===== src/rtl/cdb_arbiter.sv =====
// Common-data-bus arbiter: round-robin grant among functional-unit results,
// registered single-cycle CDB broadcast and a saturating busy-cycle counter.
module cdb_arbiter #(
  parameter int unsigned NUM_REQ = 4,
  parameter int unsigned WIDTH   = 32,
  parameter int unsigned TAG_W   = 4,
  parameter int unsigned SRC_W   = $clog2(NUM_REQ)
) (
  input  logic                       clk,
  input  logic                       rst,
  input  logic                       flush,
  input  logic [NUM_REQ-1:0]         req_valid,
  output logic [NUM_REQ-1:0]         req_ready,
  input  logic [NUM_REQ*TAG_W-1:0]   req_tag,
  input  logic [NUM_REQ*WIDTH-1:0]   req_data,
  output logic                       cdb_valid,
  output logic [TAG_W-1:0]           cdb_tag,
  output logic [WIDTH-1:0]           cdb_data,
  output logic [SRC_W-1:0]           cdb_src,
  output logic [31:0]                cdb_busy_cnt
);

  localparam logic [TAG_W-1:0] INVALID_TAG = {1'b1, {(TAG_W-1){1'b0}}};

  logic [SRC_W-1:0]   rr_ptr;
  logic [TAG_W-1:0]   tag_arr  [NUM_REQ];
  logic [WIDTH-1:0]   data_arr [NUM_REQ];

  logic [NUM_REQ-1:0] grant_vec;
  logic               grant_any;
  logic [SRC_W-1:0]   grant_idx;
  logic [SRC_W-1:0]   next_ptr;
  logic [TAG_W-1:0]   grant_tag;
  logic [WIDTH-1:0]   grant_data;
  logic               grant_bcast;

  for (genvar g = 0; g < NUM_REQ; g++) begin : g_unpack
    assign tag_arr[g]  = req_tag[g*TAG_W +: TAG_W];
    assign data_arr[g] = req_data[g*WIDTH +: WIDTH];
  end

  // Walk offsets from rr_ptr; the first valid unit wins. rst/flush suppress all grants.
  always_comb begin
    logic [SRC_W-1:0] sel;
    sel        = '0;
    grant_vec  = '0;
    grant_any  = 1'b0;
    grant_idx  = '0;
    if (!rst && !flush) begin
      for (int unsigned k = 0; k < NUM_REQ; k++) begin
        sel = SRC_W'((32'(rr_ptr) + k) % NUM_REQ);
        if (!grant_any && req_valid[sel]) begin
          grant_any      = 1'b1;
          grant_idx      = sel;
          grant_vec[sel] = 1'b1;
        end
      end
    end
  end

  assign grant_tag   = tag_arr[grant_idx];
  assign grant_data  = data_arr[grant_idx];
  assign next_ptr    = SRC_W'((32'(grant_idx) + 32'd1) % NUM_REQ);
  assign grant_bcast = grant_any && (grant_tag != INVALID_TAG);
  assign req_ready   = grant_vec;

  always_ff @(posedge clk) begin
    if (rst) begin
      rr_ptr       <= '0;
      cdb_valid    <= 1'b0;
      cdb_tag      <= INVALID_TAG;
      cdb_data     <= '0;
      cdb_src      <= '0;
      cdb_busy_cnt <= '0;
    end else begin
      if (grant_any)
        rr_ptr <= next_ptr;
      // Invalid-tag results are consumed but dropped; payload holds when not broadcasting.
      cdb_valid <= grant_bcast;
      if (grant_bcast) begin
        cdb_tag  <= grant_tag;
        cdb_data <= grant_data;
        cdb_src  <= grant_idx;
      end
      if (cdb_valid && (cdb_busy_cnt != '1))
        cdb_busy_cnt <= cdb_busy_cnt + 32'd1;
    end
  end

endmodule


===== config.mk =====
export PLATFORM = sky130hd
export DESIGN_NAME = cdb_arbiter
export DESIGN_NICKNAME = d
export VERILOG_FILES = /design/src/rtl/cdb_arbiter.sv
export SDC_FILE = /design/constraint.sdc
export NUM_CORES = 1
export LEC_CHECK = 0
export ABC_AREA = 1
export CORE_ASPECT_RATIO = 0.7
export CORE_MARGIN = 10
export CORE_UTILIZATION = 35
export CTS_BUF_LIST = sky130_fd_sc_hd__clkbuf_4
export CTS_CLUSTER_SIZE = 14
export DETAILED_ROUTE_END_ITERATION = 8
export HOLD_SLACK_MARGIN = 0.1
export PLACE_DENSITY = 0.72
export SLEW_MARGIN = 20
export SYNTH_ARGS = -nofsm -noshare
export SYNTH_HDL_FRONTEND = slang
export SYNTH_SLANG_ARGS = --single-unit

===== constraint.sdc =====
create_clock -name clk -period 3.3 [get_ports clk]
set_input_delay 0.66 -clock clk [delete_from_list [all_inputs] [get_ports clk]]
set_output_delay 0.66 -clock clk [all_outputs]
set_load 0.03 [all_outputs]

# Word-level counts from Yosys, hierarchy flattened
# Cells that the tools add are included.
[op_classes] n_addsub=5 n_lt_le_gt_ge=9 eq_ne=2 muxes=43 bitwise_logic=4 n_reduce_logical=15
[op_table] cell="$bmux W32 S2" n=1
[op_table] cell="$mux W32" n=2
[op_table] cell="$mux W4" n=10
[op_table] cell="$add A32 B1 Y32 const B" n=1
[op_table] cell="$ne A32 B32 Y1 const B" n=1
[op_table] cell="$mux W1" n=16
[op_table] cell="$lt A2 B3 Y1 const B" n=4
[op_table] cell="$or A4 B4 Y4" n=3
[op_table] cell="$logic_and A1 B1 Y1" n=10
[op_table] cell="$mux W2" n=5
[op_table] cell="$bmux W1 S2" n=4
[op_table] cell="$bmux W4 S2" n=1
[op_table] cell="$demux W1 S2" n=4
[op_table] cell="$ge A2 B1 Y1 const B" n=4
[op_table] cell="$logic_not A1 Y1" n=5
[op_table] cell="$add A2 B1 Y2 const B" n=2
[op_table] cell="$add A2 B2 Y2 const B" n=2
[op_table] cell="$ne A4 B4 Y1 const B" n=1
[op_table] cell="$ge A3 B3 Y1 const B" n=1
[op_table] cell="$not A2 Y3" n=1
[word_totals] regBits=73 inputBits=151 output_inout_bits=75 elab_cells=84

# Longest topological paths before layout
[depth] word_depth=22 depth_mapped=21 depth_no_buf=19

# Least setup slack after synthesis
# Ideal clock, no wire load.
[synth_path] path_type="flip-flop to flip-flop" start="register rr_ptr[1]" end="register cdb_data[0]" setup_time_ns=0.112 t_arrival_ns=2.548 required_time_ns=3.188 setup_slack_ns=0.640 path_stages_with_launch=20 path_buffers=2 period_less_slack_ns=2.660 path_cell_list="dfxtp_1 inv_1 ha_1 inv_1 nand2_1 nand2_2 nor2_8 nand3b_2 nand3_2 nand2_2 buf_6 nand3_2 nand2_2 nor2_4 nand2_8 nand2_8 inv_6 buf_8 nor2_2 nor2_1"
[synth_via] elab_chain_len=22 word_cells_on_any_way=39 classes_between="add/sub: 3; eq/ne: 1; mux: 27; bitwise: 1; reduce/logical: 7"
[synth_rtl] element="from (decl)" line_no="25" source="logic [SRC_W-1:0] rr_ptr;"
[synth_rtl] element="from (signal assigned)" line_no="77" source="rr_ptr <= next_ptr;"
[synth_rtl] element="$bmux W1 S2" line_no="52" source="if (!grant_any && req_valid[sel]) begin"
[synth_rtl] element="$mux W1 (implied by the code)" line_no="52"
[synth_rtl] element="$mux W1" line_no="52"
[synth_rtl] element="$mux W1" line_no="49" source="if (!rst && !flush) begin"
[synth_rtl] element="$logic_not A1 Y1" line_no="52"
[synth_rtl] element="$logic_and A1 B1 Y1" line_no="52"
[synth_rtl] element="$mux W1" line_no="52"
[synth_rtl] element="$mux W1" line_no="49"
[synth_rtl] element="[... 5 more ...]"
[synth_rtl] element="$logic_and A1 B1 Y1" line_no="52"
[synth_rtl] element="$mux W2" line_no="52"
[synth_rtl] element="$mux W2" line_no="49"
[synth_rtl] element="$not A2 Y3 (implied by the code)" line_no="61, 62"
[synth_rtl] element="$bmux W4 S2" line_no="61" source="assign grant_tag = tag_arr[grant_idx];"
[synth_rtl] element="$mux W4 (implied by the code) (2 in series)" line_no="61"
[synth_rtl] element="$ne A4 B4 Y1" line_no="64" source="assign grant_bcast = grant_any && (grant_tag != INVALID_TAG);"
[synth_rtl] element="$logic_and A1 B1 Y1" line_no="64"
[synth_rtl] element="to (signal assigned)" line_no="82" source="cdb_data <= grant_data;"
[synth_rtl] element="to (decl)" line_no="18" source="output logic [WIDTH-1:0] cdb_data,"
# Several ways; a longest one is shown, not always the timed one. The select of a mux whose other input is x is not followed.
# A chain may end at the register's enable or synchronous reset.

# Worst setup path in the final report
[layout_path] start="register rr_ptr[1]" end="output req_ready[1]"
[layout_via] elab_chain_len=16 word_cells_on_any_way=54 classes_between="add/sub: 3; order compare: 8; mux: 30; bitwise: 3; reduce/logical: 10"
[layout_rtl] element="branches (longest 14 deep; another with $lt A2 B3 Y1)"
[layout_rtl] element="$mux W4 (*)" line_no="52"
[layout_rtl] element="$mux W4 (*)" line_no="49"
[layout_rtl] element="to (decl)" line_no="13" source="output logic [NUM_REQ-1:0] req_ready,"
# Mark *: on every way between the ends. The select of a mux whose other input is x is not followed.

==> impl_metrics.env <==
export IMPL_status="complete, no violations"
export IMPL_area_delta_synth_final_pct=49.8
export IMPL_cts_root_buf="clkbuf_4"
export IMPL_postCtsSetupRepairBufs=0
export IMPL_peakVddDrop_uv=232
export IMPL_power_switching_mw=1.52
export IMPL_min_delay_start="cdb_tag[0]$_SDFFE_PP0P_"
export IMPL_grt_pass1_vias=5645
export IMPL_clock_path_buffers=2
export IMPL_hold_path_class="flip-flop to flip-flop"
export IMPL_num_rows=36
export IMPL_die_w_um=165
export IMPL_drtPass1Iterations=4
export IMPL_drcViolationCount=0
export IMPL_cp_slowest_cell="dfxtp_2"
export IMPL_drive_above_1_share=0.101
export IMPL_yosysSeqAreaShare=0.285
export IMPL_cts_tree="yes"
export IMPL_relSlewSlack=0.552
export IMPL_io_buffers=225
export IMPL_drt_wirelength_per_cell_um=16.0
export IMPL_core_area_um2=14100
export IMPL_cp_end_kind="output port"
export IMPL_ys_ff_latch=73
export IMPL_cp_required_ps=2640
export IMPL_path_class="flip-flop to output port"
export IMPL_htreeDepth=3
export IMPL_path_cells="inv_1 -> ha_2 -> inv_1 -> nand3_1 -> nand2_1 -> nor2_2 -> nand2_1 -> o21ai_0 -> a31oi_1 -> o21ai_0 -> nand2_1 -> inv_1 -> buf_4"
export IMPL_drt_iter0_markers=391
export IMPL_setup_violations=0
export IMPL_dieArea_um2=20000
export IMPL_p_comb_frac=0.526
export IMPL_synthFlopType="dfxtp_1"
export IMPL_synth_area_um2=5120
export IMPL_die_y_um=121
export IMPL_holdBufCountCts=0
export IMPL_synthDistinctLibCells=42
export IMPL_design_area_um2=7670
export IMPL_worstPathArrival_ps=2400
export IMPL_crit_path_start="rr_ptr[1]$_SDFFE_PP0P_"
export IMPL_crit_family="simple AND/OR/NAND/NOR gates"
export IMPL_fmax_ghz=0.327
export IMPL_critPathMaxStageDelay_ps=450
export IMPL_synth_most_common_cell="nor2_1"
export IMPL_fin_crit_ps=3060
export IMPL_critPathMaxFanout=9
export IMPL_async_flop_share=0
export IMPL_cts_resized=0
export IMPL_gp_congestion=0.879
export IMPL_drv_slew=0
export IMPL_initial_core_util=0.362
export IMPL_fin_skew_ps=24.2
export IMPL_wl_mm=19.1
export IMPL_drv_cap=0
export IMPL_switching_share=0.422
export IMPL_diodes=0
export IMPL_hpwl_mm=15.1
export IMPL_setup_tns_ps=0
export IMPL_yosysWarnings=0
export IMPL_power_per_cell_area_nw_per_um2=470
export IMPL_viasPerCell=4.94
export IMPL_fin_nets=1156
export IMPL_clk_latency_ps=430
export IMPL_clkTransAtPathRegs_ps=120
export IMPL_postRouteAntennaNets=0
export IMPL_postSynthCellCount=787
export IMPL_r2r_start="rr_ptr[1]$_SDFFE_PP0P_"
export IMPL_antenna_found_initial=0
export IMPL_p_seq_frac=0.290
export IMPL_worstMarginPinSlew_ps=672
export IMPL_grt_pass1_wl_mm=29.4
export IMPL_grt_max_degree=49
export IMPL_totalPowerFinal_mw=3.61
export IMPL_p_int_mw=2.09
export IMPL_grt_setup_unrepaired="false"
export IMPL_syn_nets=947
export IMPL_vias=5881
export IMPL_postSynthAreaPerCell_um2=6.51
export IMPL_yosys_area_top_type="dfxtp_1"
export IMPL_p_leak_nw=3.01
export IMPL_cp_num_buf_inv=4
export IMPL_place_area_um2=7500
export IMPL_synthTopCellsByArea="dfxtp_1, nor2_1, nand2_1"
export IMPL_ios=226
export IMPL_overflow=0
export IMPL_yosysTopAreaCellShare=0.285
export IMPL_netlist_top_cells_count="nor2_1, nand2_1, o21ai_0"
export IMPL_fin_crit_sh=0.928
export IMPL_start_kind="flip-flop"
export IMPL_hold_viol=0
export IMPL_clkPwrFrac=0.184
export IMPL_cts_inserted_buffers=9
export IMPL_grt_use_total=0.182
export IMPL_synth_edf_count=0
export IMPL_clock_sinks=73
per-layer routing:
layer / up-vias / wire length, um / GRT usage / share of wire
met3: 17 / 2460 / 0.100 / 0.13
met1: 2626 / 8280 / 0.220 / 0.43
li1: 3021 / - / - / -
met2: 217 / 8110 / 0.279 / 0.42
met4: 0 / 252 / 0.0386 / 0.013
met5: - / 0 / 0 / 0
sequential cells by signal (all words and copies together) (netlist names):
name	count
cdb_data	32
cdb_tag	4
cdb_src	2
rr_ptr	2
cdb_busy_cnt	32
cdb_valid	1
worst reg2reg max path, stage by stage, from the launching register on:
cell      delay [ps]
dfxtp_2          450
inv_1             90
ha_2             400
inv_1             70
nand2_1           80
nand2_2           90
nor2_8           150
nand3b_2         150
nand3_2          100
nand2_2          140
inv_4            180
buf_4            270
o21ai_0          220
o22ai_1          170
nand3b_1         140
nand2_1           60
nor2_1           100
logic make-up (layout without fill, tap and decap cells):
| kind of cell | count (synthesis) | count (layout) | synth area share |
|---|---|---|---|
| AND/OR/NAND/NOR | 425 | 425 | 0.406 |
| AO/OA/AOI/OAI | 158 | 158 | 0.168 |
| flip-flops | 73 | 73 | 0.285 |
| adder cells (fa/ha/maj) | 9 | 9 | 0.0220 |
| buffers and inverters | 113 | 327 | 0.104 |
| XOR/XNOR | 9 | 9 | 0.0154 |
cells in the final DEF (no fill, tap or decap), drive strengths merged:
cell type,instances
and3,1
o21bai,2
a21oi,27
nand4,14
clkdlybuf4s50,221
nand2,150
o21a,3
xnor2,2
ha,9
xor2,7
nor4,4
dfxtp,73
a22oi,2
a31oi,5
bufinv,2
nand3,32
clkinv,2
a221oi,1
nor2,169
inv,73
o22ai,32
nand3b,35
o21ai,86
nor3,18
buf,19
or2,1
nor3b,1
clkbuf,10
power groups by stage:
stage	sequential [mW]	combinational (mW)	clock, mW
final	1.05	1.90	0.663
after global routing	1.06	2.09	0.722
after CTS	1.05	1.90	0.680
after detailed placement	1.06	1.89	0
after global placement	1.06	1.88	0
after floorplan	1.21	1.12	0
metrics by stage:
stage | utilization | worst slack [ps] | hold slack [ps] | instances
2_1_floorplan | - | 640 | 585 | 787
3_5_place_dp | 0.530 | -9.80 | 470 | 1175
3_3_place_gp | 0.530 | 108 | 465 | 1175
6_report | 0.542 | 239 | 482 | 1191
5_1_grt | 0.542 | 4.76 | 516 | 1191
4_1_cts | 0.542 | 38.2 | 487 | 1191
path summary, 6_finish.rpt:
| path | slack, ps | cells past startpoint | end |
|---|---|---|---|
| hold reg to reg | 480 | 2 | cdb_tag[0]$_SDFFE_PP0P_ |
| setup reg to reg | 390 | 16 | cdb_data[30]$_SDFFE_PP0P_ |
| setup / recovery | 240 | 13 | req_ready[1] |
| hold / removal | 480 | 2 | cdb_tag[0]$_SDFFE_PP0P_ |
final cells by class:
cell class                      count  area [um2]
Tap cell                          190         238
Fill cell                        1409        6470
Sequential cell                    73        1460
Multi-Input combinational cell    601        3130
Inverter                           71         282
Timing Repair Buffer              240        2390
Clock buffer                       10        75.1
Clock inverter                      6        90.1
No activity file was read; power rests on OpenSTA's default activity.
